## config.mk

```make
export PLATFORM = sky130hd
export DESIGN_NAME = pc_sequencer_flat
export DESIGN_NICKNAME = d
export VERILOG_FILES = /design/src/rtl/pc_sequencer_if.sv /design/src/rtl/pc_sequencer.sv /design/src/flat_wrapper.sv
export SDC_FILE = /design/constraint.sdc
export NUM_CORES = 1
export LEC_CHECK = 0
export ABC_AREA = 1
export BUFFER_PORTS_ARGS = -buffer_cell sky130_fd_sc_hd__clkbuf_2
export CORE_ASPECT_RATIO = 0.8
export CORE_MARGIN = 2
export CORE_UTILIZATION = 50
export DETAILED_ROUTE_END_ITERATION = 7
export GPL_ROUTABILITY_DRIVEN = 0
export PLACE_DENSITY = 0.75
export SLEW_MARGIN = 20
export SYNTH_ARGS = -nofsm -noshare
export SYNTH_HDL_FRONTEND = slang
export SYNTH_SLANG_ARGS = --single-unit
```

## constraint.sdc

```tcl
create_clock -name clk -period 2.64 [get_ports clk]
set_input_delay 0.264 -clock clk [delete_from_list [all_inputs] [get_ports clk]]
set_output_delay 0.264 -clock clk [all_outputs]
set_load 0.01 [all_outputs]
```

## src/rtl/pc_sequencer_if.sv

```systemverilog
// Purpose: bundles the control inputs and status outputs of the program-counter sequencer.
// Latency: none, this is wiring only; the sequencer registers every output.
// Backpressure: none; stall is a per-cycle hold request, not a handshake.
//
// Ports (master = decoder/harness side, slave = sequencer):
//   start, stall, halt, branch_en, target  -> into the sequencer
//   pc, running, done, err, cycle_cnt      <- out of the sequencer
interface pc_sequencer_if #(
    parameter int D  = 8,
    parameter int CW = 16
);
    logic          start;
    logic          stall;
    logic          halt;
    logic          branch_en;
    logic [D-1:0]  target;
    logic [D-1:0]  pc;
    logic          running;
    logic          done;
    logic          err;
    logic [CW-1:0] cycle_cnt;

    modport master (
        output start, stall, halt, branch_en, target,
        input  pc, running, done, err, cycle_cnt
    );

    modport slave (
        input  start, stall, halt, branch_en, target,
        output pc, running, done, err, cycle_cnt
    );
endinterface

```

## src/rtl/pc_sequencer.sv

```systemverilog
// Purpose: instruction-fetch PC sequencer (start, increment, absolute branch, stall, halt/done, err).
// Latency: 1 cycle; inputs sampled at edge N take effect on the registered outputs after edge N.
// Backpressure: stall holds pc for one cycle per asserted cycle, with no limit on consecutive stalls.
//
// Ports:
//   clk    - rising-edge clock
//   reset  - synchronous active-high reset, overrides all other inputs
//   bus    - pc_sequencer_if.slave: start/stall/halt/branch_en/target in,
//            pc/running/done/err/cycle_cnt out
module pc_sequencer #(
    parameter int D        = 8,
    parameter int PROG_LEN = 64,
    parameter int CW       = 16
) (
    input  logic           clk,
    input  logic           reset,
    pc_sequencer_if.slave  bus
);

    // One-hot-ish encoding so running/done are plain flop bits.
    typedef enum logic [1:0] {
        ST_IDLE = 2'b00,
        ST_RUN  = 2'b01,
        ST_DONE = 2'b10
    } state_t;

    // PROG_LEN may equal 2^D, so the range compare is done one bit wider.
    localparam logic [D:0]    PROG_LEN_W = (D+1)'(PROG_LEN);
    localparam logic [D-1:0]  LAST_PC    = D'(PROG_LEN - 1);
    localparam logic [CW-1:0] CNT_MAX    = '1;

    state_t        state_q, state_d;
    logic [D-1:0]  pc_q, pc_d;
    logic          err_q, err_d;
    logic [CW-1:0] cycle_cnt_q, cycle_cnt_d;

    always_comb begin
        state_d     = state_q;
        pc_d        = pc_q;
        err_d       = err_q;
        cycle_cnt_d = cycle_cnt_q;

        case (state_q)
            ST_IDLE, ST_DONE: begin
                if (bus.start) begin
                    state_d     = ST_RUN;
                    pc_d        = '0;
                    err_d       = 1'b0;
                    cycle_cnt_d = '0;
                end
            end

            ST_RUN: begin
                // Every RUN edge counts, including stall, halt and error exits.
                if (cycle_cnt_q != CNT_MAX) begin
                    cycle_cnt_d = cycle_cnt_q + CW'(1);
                end

                if (bus.halt) begin
                    state_d = ST_DONE;
                end else if (bus.stall) begin
                    state_d = ST_RUN;
                end else if (bus.branch_en) begin
                    if ({1'b0, bus.target} < PROG_LEN_W) begin
                        pc_d = bus.target;
                    end else begin
                        state_d = ST_DONE;
                        err_d   = 1'b1;
                    end
                end else if (pc_q == LAST_PC) begin
                    // Falling off the end of the program; checked before the
                    // increment so pc never wraps.
                    state_d = ST_DONE;
                    err_d   = 1'b1;
                end else begin
                    pc_d = pc_q + D'(1);
                end
            end

            default: begin
                state_d = ST_IDLE;
            end
        endcase
    end

    always_ff @(posedge clk) begin
        if (reset) begin
            state_q     <= ST_IDLE;
            pc_q        <= '0;
            err_q       <= 1'b0;
            cycle_cnt_q <= '0;
        end else begin
            state_q     <= state_d;
            pc_q        <= pc_d;
            err_q       <= err_d;
            cycle_cnt_q <= cycle_cnt_d;
        end
    end

    assign bus.pc        = pc_q;
    assign bus.running   = state_q[0];
    assign bus.done      = state_q[1];
    assign bus.err       = err_q;
    assign bus.cycle_cnt = cycle_cnt_q;

endmodule

```

## src/flat_wrapper.sv

```systemverilog
// flat-port wrapper written by rule: the top's interface ports become plain ports
module pc_sequencer_flat 
#(
    parameter int D        = 8,
    parameter int PROG_LEN = 64,
    parameter int CW       = 16
)
  (clk, reset, bus_start, bus_stall, bus_halt, bus_branch_en, bus_target, bus_pc, bus_running, bus_done, bus_err, bus_cycle_cnt);
  pc_sequencer_if #(.D(D), .CW(CW)) bus_i ();
  input  logic clk;
  input  logic reset;
  input wire logic [$bits(bus_i.start)-1:0] bus_start;
  input wire logic [$bits(bus_i.stall)-1:0] bus_stall;
  input wire logic [$bits(bus_i.halt)-1:0] bus_halt;
  input wire logic [$bits(bus_i.branch_en)-1:0] bus_branch_en;
  input wire logic [$bits(bus_i.target)-1:0] bus_target;
  output wire logic [$bits(bus_i.pc)-1:0] bus_pc;
  output wire logic [$bits(bus_i.running)-1:0] bus_running;
  output wire logic [$bits(bus_i.done)-1:0] bus_done;
  output wire logic [$bits(bus_i.err)-1:0] bus_err;
  output wire logic [$bits(bus_i.cycle_cnt)-1:0] bus_cycle_cnt;
  assign bus_i.start = bus_start;
  assign bus_i.stall = bus_stall;
  assign bus_i.halt = bus_halt;
  assign bus_i.branch_en = bus_branch_en;
  assign bus_i.target = bus_target;
  assign bus_pc = bus_i.pc;
  assign bus_running = bus_i.running;
  assign bus_done = bus_i.done;
  assign bus_err = bus_i.err;
  assign bus_cycle_cnt = bus_i.cycle_cnt;
  pc_sequencer #(.D(D), .PROG_LEN(PROG_LEN), .CW(CW)) u_core (.clk(clk), .reset(reset), .bus(bus_i));
endmodule
```

======== Word level (Yosys, flattened, before mapping) ========
Index checks and enable logic that the tools add are counted.
operators by class
  add/sub/neg operators ................... 2
  magnitude comparators ................... 1
  equality and inequality tests ........... 14
  mux-type cells .......................... 24
  reductions and logical operators ........ 7
operator list
  cell                                                                           count
  8-bit two-way mux                                                              6
  16-bit two-way mux                                                             2
  16-bit one-hot mux with 2 select lines                                         1
  16-bit by 1-bit adder with 16-bit output (second input constant)               1
  16-bit inequality test (second input constant)                                 1
  8-bit one-hot mux with 2 select lines                                          1
  2-bit two-way mux                                                              6
  6-bit AND reduction                                                            2
  8-bit by 1-bit adder with 8-bit output (second input constant)                 1
  8-bit by 6-bit == test with 1-bit output (second input constant)               1
  8-bit by 7-bit less-than comparator with 1-bit output (second input constant)  1
  1-bit two-way mux                                                              6
  2-bit inequality test (second input constant)                                  3
  3-bit by 2-bit inequality test with 1-bit output (second input constant)       2
  3-bit inequality test (second input constant)                                  2
  3-bit AND reduction                                                            2
  5-bit by 4-bit inequality test with 1-bit output (second input constant)       1
  5-bit inequality test (second input constant)                                  1
  2-bit one-hot mux with 2 select lines                                          1
  2-bit by 1-bit == test with 1-bit output (second input constant)               1
  2-bit == test (second input constant)                                          1
  2-bit zero test                                                                1
  2-bit by 1-bit inequality test with 1-bit output (second input constant)       1
  1-bit one-hot mux with 2 select lines                                          1
  other kinds (2)                                                                2
word-level totals
  bits in registers ....................... 27
  input bits .............................. 14
  output and inout bits ................... 27
  word-level logic and storage cells ...... 52

======== Longest topological paths before layout ========
Gate-level depths: netlist (run 1).
  word-level depth ........................ 6
  depth in mapped cells ................... 10
  gate-level depth less buffers ........... 10

======== Least setup slack after synthesis (run 1) ========
No wires, ideal clock.
  kind .................................... register to register
  start point ............................. register u_core.pc_q[1] (netlist: u_core.bus.pc[1])
  end point ............................... register u_core.pc_q[2] (netlist: u_core.bus.pc[2])
  setup time .............................. 0.120 ns
  arrival time ............................ 1.374 ns
  required time ........................... 2.520 ns
  slack ................................... 1.147 ns
  cell stages (with the launch flop) ...... 10
  clock period less this slack ............ 1.493 ns
  cells stage by stage .................... dfxtp_1 -> ha_1 -> nand3_1 -> nor2_1 -> nand2_1 -> nor2_2 -> nor2_2 -> buf_6 -> o21ai_2 -> a21oi_2
on the way
  word-level cells in the longest chain between the ends .. 6
RTL lines
  item                                    RTL line            text
  start: declaration                      pc_sequencer.sv:33  logic [D-1:0] pc_q, pc_d;
  start signal: assignment                pc_sequencer.sv:94  pc_q <= pc_d;
  8-bit by 1-bit adder with 8-bit output  pc_sequencer.sv:76  pc_d = pc_q + D'(1);
  8-bit two-way mux                       pc_sequencer.sv:70  end else if (pc_q == LAST_PC) begin
  8-bit two-way mux                       pc_sequencer.sv:63  end else if (bus.branch_en) begin
  8-bit two-way mux                       pc_sequencer.sv:61  end else if (bus.stall) begin
  8-bit two-way mux                       pc_sequencer.sv:59  if (bus.halt) begin
  8-bit one-hot mux with 2 select lines   pc_sequencer.sv:43  case (state_q)
Parallel ways exist; a longest one is shown, timed or not. The select of a mux whose other input is x is not followed.
A chain may end at the register's enable or synchronous reset.

======== Worst setup path in the final report (run 1) ========
  start point ............................. register u_core.pc_q[0] (netlist: u_core.bus.pc[0])
  end point ............................... register u_core.pc_q[7] (netlist: u_core.bus.pc[7])
The elaborated chain is that of the path after synthesis.

==> reports/qor.txt, run 1 <==
Status: completed
Worst-Skew Late Latency: 270 ps
TritonCTS clock tree: built
Worst r2r dst: u_core.bus.pc[7]
Antenna violations before repair: 0
RSZ-0062 raised after global routing: no
Wire length of the first global-routing pass: 6686 um
Grt ovf: 0
Non-filler cells, final: 348
Largest net degree at the start of global routing: 16
Synth unique cells: 28
Die W: 69.51 um
Syn Area/Cell: 6.429 sq um
Final total power: 0.8263 mW
Slew headroom: 0.6218
Most numerous cell in the Yosys netlist: nand2_1
Final min period: 1926 ps
Slowest CP cell: nor2_2
Dpl hpwl: 3068 um
Clk slew on worst S/H paths: 90 ps
Crit Reg-Reg Startpoint: u_core.bus.pc[0]
# fillers: 335
CP max stage delay: 440 ps
CTS Buffer Depth: 2
Skew final: 1.850 ps
Initial Utilization: 0.5121
Worst Hold Path EP: u_core.bus.pc[1]
Syn Nets: 283
Vias in the first global route: 1509
Worst Reg-to-Reg Cells: 9
Pwr/cell area: 417.5 mW/mm^2
P&R area growth vs syn: 15.31%
Crit path DAT: 2100 ps
Top_reg_cell synth: dfxtp_1
Slew Limit Fails: 0
CTS Hold Bufs: 0
Reg2Reg Setup Slack: 710 ps
Avg WL per Cell: 11.49 um
Vias per cell: 5.020
Clock buffers created by TritonCTS: 3
Post-CTS Setup Bufs: 0
CP Launch Type: flip-flop
Commonest cells in the netlist: nand2_1, nor2_1, inv_1
Kind of critical path: reg -> reg
Dominant cell type by area after synthesis: dfxtp_1
Mapped cell area: 0.001717 sq mm
DRT Pass-1 Iters: 4
Overall Global Routing Usage: 0.2093
Hold Crit Depth: 3
Crit path cell chain: ha_1 -> nand3_1 -> nor2_1 -> nand2_1 -> nor2_2 -> nor2_2 -> inv_1 -> a21oi_1 -> nor2_1
Io pins: 41
Worst min-delay path class: in -> reg
Layout cell share with drive strength beyond 1: 0.2484
Drt drc: 0
Asr flop ratio synth: 0
Peak supply drop: 0.3993 mV
Sequential element share of the synthesized area: 0.3149
Final Hold Violating Endpoints: 0
Routed vias: 1747
Final period util: 0.7295
Worst-margin pin slew: 566.7 ps
Top post-synthesis cells by area: dfxtp_1, nand2_1, nor2_1
Root Driver: clkbuf_8
Die ar.: 0.003921 sq mm
Setup TNS Final: 0 ps
Sink Count: 27
Starting DRT DRC Count: 73
CP Max Fanout: 11
Placed Cells: 344
Drt total wl: 3997 um
Share of the synthesized area in the top cell type: 0.3149
EDFF count, synth: 0
CP Capture Type: flip-flop
Core area: 0.003352 sq mm
Cell count after synthesis: 267
Crit path max-delay family: simple AND/OR/NAND/NOR gates
Flops & latches, synth: 27
Req. time, crit path: 2820 ps
Leakage: 0.8650 nW
H-tree levels: 1
Final setup fails: 0
Antenna cell count: 0
Nets: 323
Hold wc startpoint: bus_target[1]
Port bufs: 40
Chip height: 56.41 um
Synth warnings: 0
Num rows: 19
MaxCap Viol Count: 0
Bufs and invs on worst path: 1
DRT antenna net count: 0
PostCTS Resize Cnt: 0
Maximum clock frequency: 0.5192 GHz
## state kept, by name, indices dropped and copies added, names as in the netlist
register and flops:
u_core.state_q 2, u_core.bus.err 1, u_core.bus.pc 8, u_core.bus.cycle_cnt 16
## how the worst max path moves through the flow
stage	to	from	slack, ps	depth (start not counted)
after floorplan	u_core.bus.pc[2]	u_core.bus.pc[1]	1150	9
after global placement	u_core.bus.pc[7]	u_core.bus.pc[0]	820	9
after detailed placement	u_core.bus.pc[7]	u_core.bus.pc[0]	770	9
after CTS	u_core.bus.pc[7]	u_core.bus.pc[0]	760	9
after global routing	u_core.bus.pc[0]	u_core.bus.pc[0]	580	9
final	u_core.bus.pc[7]	u_core.bus.pc[0]	710	9
## worst register-to-register path: stages, from the launching register on
cell	delay (ps)
dfxtp_1	360
ha_1	240
nand3_1	110
nor2_1	70
nand2_1	120
nor2_2	50
nor2_2	440
inv_1	230
a21oi_1	170
nor2_1	50
## through the flow
step | setup WS, ps | utilization | hold slack [ps] | cell area, sq um
final | 714.1 | 0.5905 | 297.3 | 1979
after detailed placement | 772.7 | 0.5767 | 446.6 | 1933
after floorplan | 1147 | - | 434.9 | 1717
after global routing | 583.2 | 0.5905 | 308.6 | 1979
after global placement | 823.4 | 0.5767 | 440.1 | 1933
after CTS | 757.0 | 0.5905 | 289.3 | 1979
## placed cells by master, fill, tap and decap left out, drive strengths merged
master   n
o21bai   1
or2      5
a22oi    3
nor2    56
nand4    8
nand2   72
dfxtp   27
inv     29
nand3   22
ha       2
nand3b   1
xor2     2
o21ai   13
clkbuf  43
clkinv   2
a21oi   18
nor3     2
## power breakdown
group	switching [mW]	internal (mW)	leakage, nW
clock network	0.131	0.106	0.0255
registers	0.0225	0.424	0.220
logic	0.0924	0.0510	0.620
total	0.246	0.580	0.865
## per-layer routing
| metal | share of wire | vias to the layer above | wire [um] | GRT usage |
|---|---|---|---|---|
| met1 | 0.53 | 773 | 2100 | 0.2983 |
| met3 | 0.046 | 0 | 182 | 0.04309 |
| met4 | 0 | 0 | 0 | 0.03081 |
| met5 | 0 | - | 0 | 0 |
| li1 | - | 936 | - | - |
| met2 | 0.43 | 38 | 1714 | 0.3352 |
## layout make-up
type,instances,area (sq um),area share
multi-input combinational,205,1027,0.5190
sequential,27,540.5,0.2731
timing repair buffer,40,200.2,0.1011
inverter,30,112.6,0.05689
tap,42,52.55,0.02655
clock buffer,3,41.29,0.02086
clock inverter,1,5.005,0.002528
## cells by family (layout without fill, tap and decap cells)
family | after synthesis | in the layout | synth area share
xor gates and xnor gates | 2 | 2 | 0.01021
adders and majority gates | 2 | 2 | 0.01457
buffers and inverters | 35 | 74 | 0.08673
and+or+nand+nor | 166 | 166 | 0.4373
DFF | 27 | 27 | 0.3149
AOI/OAI and AO/OA | 35 | 35 | 0.1363
(Power assumes the default switching activity.)
==> inputs of run 2 (changes only) <==
--- a/config.mk
+++ b/config.mk
@@ -9,10 +9,10 @@
 export BUFFER_PORTS_ARGS = -buffer_cell sky130_fd_sc_hd__clkbuf_2
 export CORE_ASPECT_RATIO = 0.8
 export CORE_MARGIN = 2
-export CORE_UTILIZATION = 50
+export CORE_UTILIZATION = 48
 export DETAILED_ROUTE_END_ITERATION = 7
 export GPL_ROUTABILITY_DRIVEN = 0
-export PLACE_DENSITY = 0.75
+export PLACE_DENSITY = 0.76
 export SLEW_MARGIN = 20
 export SYNTH_ARGS = -nofsm -noshare
 export SYNTH_HDL_FRONTEND = slang
==> constraint.sdc (replaced) <==
create_clock -name clk -period 1.56 [get_ports clk]
set_input_delay 0.156 -clock clk [delete_from_list [all_inputs] [get_ports clk]]
set_output_delay 0.156 -clock clk [all_outputs]
set_load 0.01 [all_outputs]
==> reports/qor.txt, run 2 (synthesized netlist as in run 1, its figures left out) <==
Vias per cell: 5.209
Worst-Skew Late Latency: 280 ps
Most frequent cells in the layout: nand2_1, nor2_1, clkbuf_2
Io pins: 41
Slew Limit Fails: 0
MaxCap Viol Count: 0
Antenna cell count: 0
Routed vias: 1922
Hold Crit Depth: 3
Antenna violations before repair: 0
Overall Global Routing Usage: 0.2244
Commonest non-fill, non-tap cell in the layout: nand2_1
Design Area, Final: 0.002211 sq mm
Placed cell area: 0.002076 sq mm
Skew final: 2.262 ps
Crit path max-delay family: simple AND/OR/NAND/NOR gates
TritonCTS clock tree: built
DRT antenna net count: 0
Num rows: 19
Kind of critical path: reg -> reg
Peak supply drop: 0.5274 mV
Non-filler cells, final: 369
Clock buffers created by TritonCTS: 3
Worst r2r dst: u_core.bus.cycle_cnt[5]
Drt drc: 0
Crit Reg-Reg Startpoint: u_core.bus.cycle_cnt[0]
Sequential cell area: 546.8 sq um
Layout cell share with drive strength beyond 1: 0.3394
RSZ-0062 raised after global routing: yes
Nets: 344
Crit path cell chain: ha_1 -> nand2_2 -> nor2_4 -> nand4_2 -> nand2_2 -> nand2_1 -> a21oi_2
Bufs and invs on worst path: 0
Starting DRT DRC Count: 179
Drt total wl: 4440 um
Final period util: 0.9549
Final Hold Violating Endpoints: 0
Sink Count: 27
Root Driver: clkbuf_8
Slowest CP cell: dfxtp_2
Worst min-delay path class: in -> reg
Port bufs: 40
Wire length of the first global-routing pass: 7314 um
CP Capture Type: flip-flop
Min Hold Slack: 188.4 ps
Crit path DAT: 1710 ps
CP max stage delay: 340 ps
Hold wc startpoint: bus_target[2]
H-tree levels: 1
CP Launch Type: flip-flop
Worst Hold Path EP: u_core.bus.pc[2]
Number of flip-flops under the largest register name: 16
Clk slew on worst S/H paths: 90 ps
CP dominant cell by count: nand2_2
Placed Cells: 363
CTS Buffer Depth: 2
Final min period: 1490 ps
Largest net degree at the start of global routing: 15
P&R area growth vs syn: 28.79%
Status: completed
Reg2Reg Setup Slack: 70 ps
# fillers: 322
DRT Pass-1 Iters: 4
Multi-input logic area: 0.001104 sq mm
Worst-margin pin slew: 324.6 ps
Avg WL per Cell: 12.03 um
Dpl hpwl: 3236 um
Core area: 0.003423 sq mm
Final setup fails: 0
Grt ovf: 0
Slew headroom: 0.7823
Initial Utilization: 0.5015
Leakage: 0.9780 nW
CP Max Fanout: 7
CTS Hold Bufs: 0
Die W: 70.86 um
Req. time, crit path: 1780 ps
Maximum clock frequency: 0.6713 GHz
Vias in the first global route: 1632
Worst Reg-to-Reg Cells: 7
Chip height: 57.49 um
Pwr/cell area: 655.2 mW/mm^2
Die ar.: 0.004074 sq mm
Critical path origin: u_core.bus.cycle_cnt[0]
==> run 2: cell types whose count changed in the layout (fill, tap and decap cells not counted), moves of 3 or more <==
cell	previous run	this run
buf_4	0	20
dfxtp_1	27	22
dfxtp_2	0	5
nand3_1	22	19
nand3_2	0	3
nor2_4	4	8
==> run 2: stage by stage <==
stage / setup TNS, ps / power [mW] / utilization / setup slack (ps)
after floorplan: 0 / 0.9383 / - / 66.56
after global placement: 0 / 1.036 / 0.6064 / 3.439
after detailed placement: -16.84 / 1.038 / 0.6064 / -7.141
after CTS: 0 / 1.437 / 0.6202 / 11.59
after global routing: -159.9 / 1.527 / 0.6458 / -34.38
final: 0 / 1.449 / 0.6458 / 70.37
==> run 2: cell type report <==
type / instances / area share
clock buffer: 4 / 0.02037
inverter: 30 / 0.05093
multi-input combinational: 206 / 0.4992
tap: 42 / 0.02377
sequential: 27 / 0.2473
timing repair buffer: 60 / 0.1585
==> run 2: how the worst max path moves through the flow <==
stage | to | slack [ps] | cells after the start
after floorplan | u_core.bus.pc[2] | 70 | 9
after global placement | u_core.bus.pc[0] | 3 | 9
after detailed placement | u_core.bus.pc[1] | -7 | 9
after CTS | u_core.bus.cycle_cnt[12] | 10 | 8
after global routing | u_core.bus.cycle_cnt[13] | -30 | 9
final | u_core.bus.cycle_cnt[5] | 70 | 7
==> run 2: report_power, final <==
group / internal [mW] / switching [mW] / total, mW
logic: 0.116 / 0.184 / 0.300
clock network: 0.183 / 0.219 / 0.403
registers: 0.719 / 0.0274 / 0.746
total: 1.02 / 0.431 / 1.45
==> run 2: metal layers <==
metal  track usage  share of wire  vias to the layer above
li1              -              -                      974
met5             0              0                        -
met2        0.3405           0.43                       72
met1        0.3221           0.47                      870
met3       0.05654          0.083                        6
met4       0.05391          0.013                        0
==> run 2: repair_timing <==
item | 4_1_cts | 5_1_grt
gates resized for setup | 1 | 20
pin swaps | 0 | 5
cloned | 0 | 1
setup endpoints to repair | 8 | 24
endpoints found under the hold margin | 0 | 0
buffers inserted | 0 | 1
==> run 2: worst reg2reg max path, stage by stage (launching register included) <==
cell	delay [ps]
dfxtp_2	340
ha_1	170
nand2_2	100
nor2_4	190
nand4_2	200
nand2_2	210
nand2_1	90
a21oi_2	130
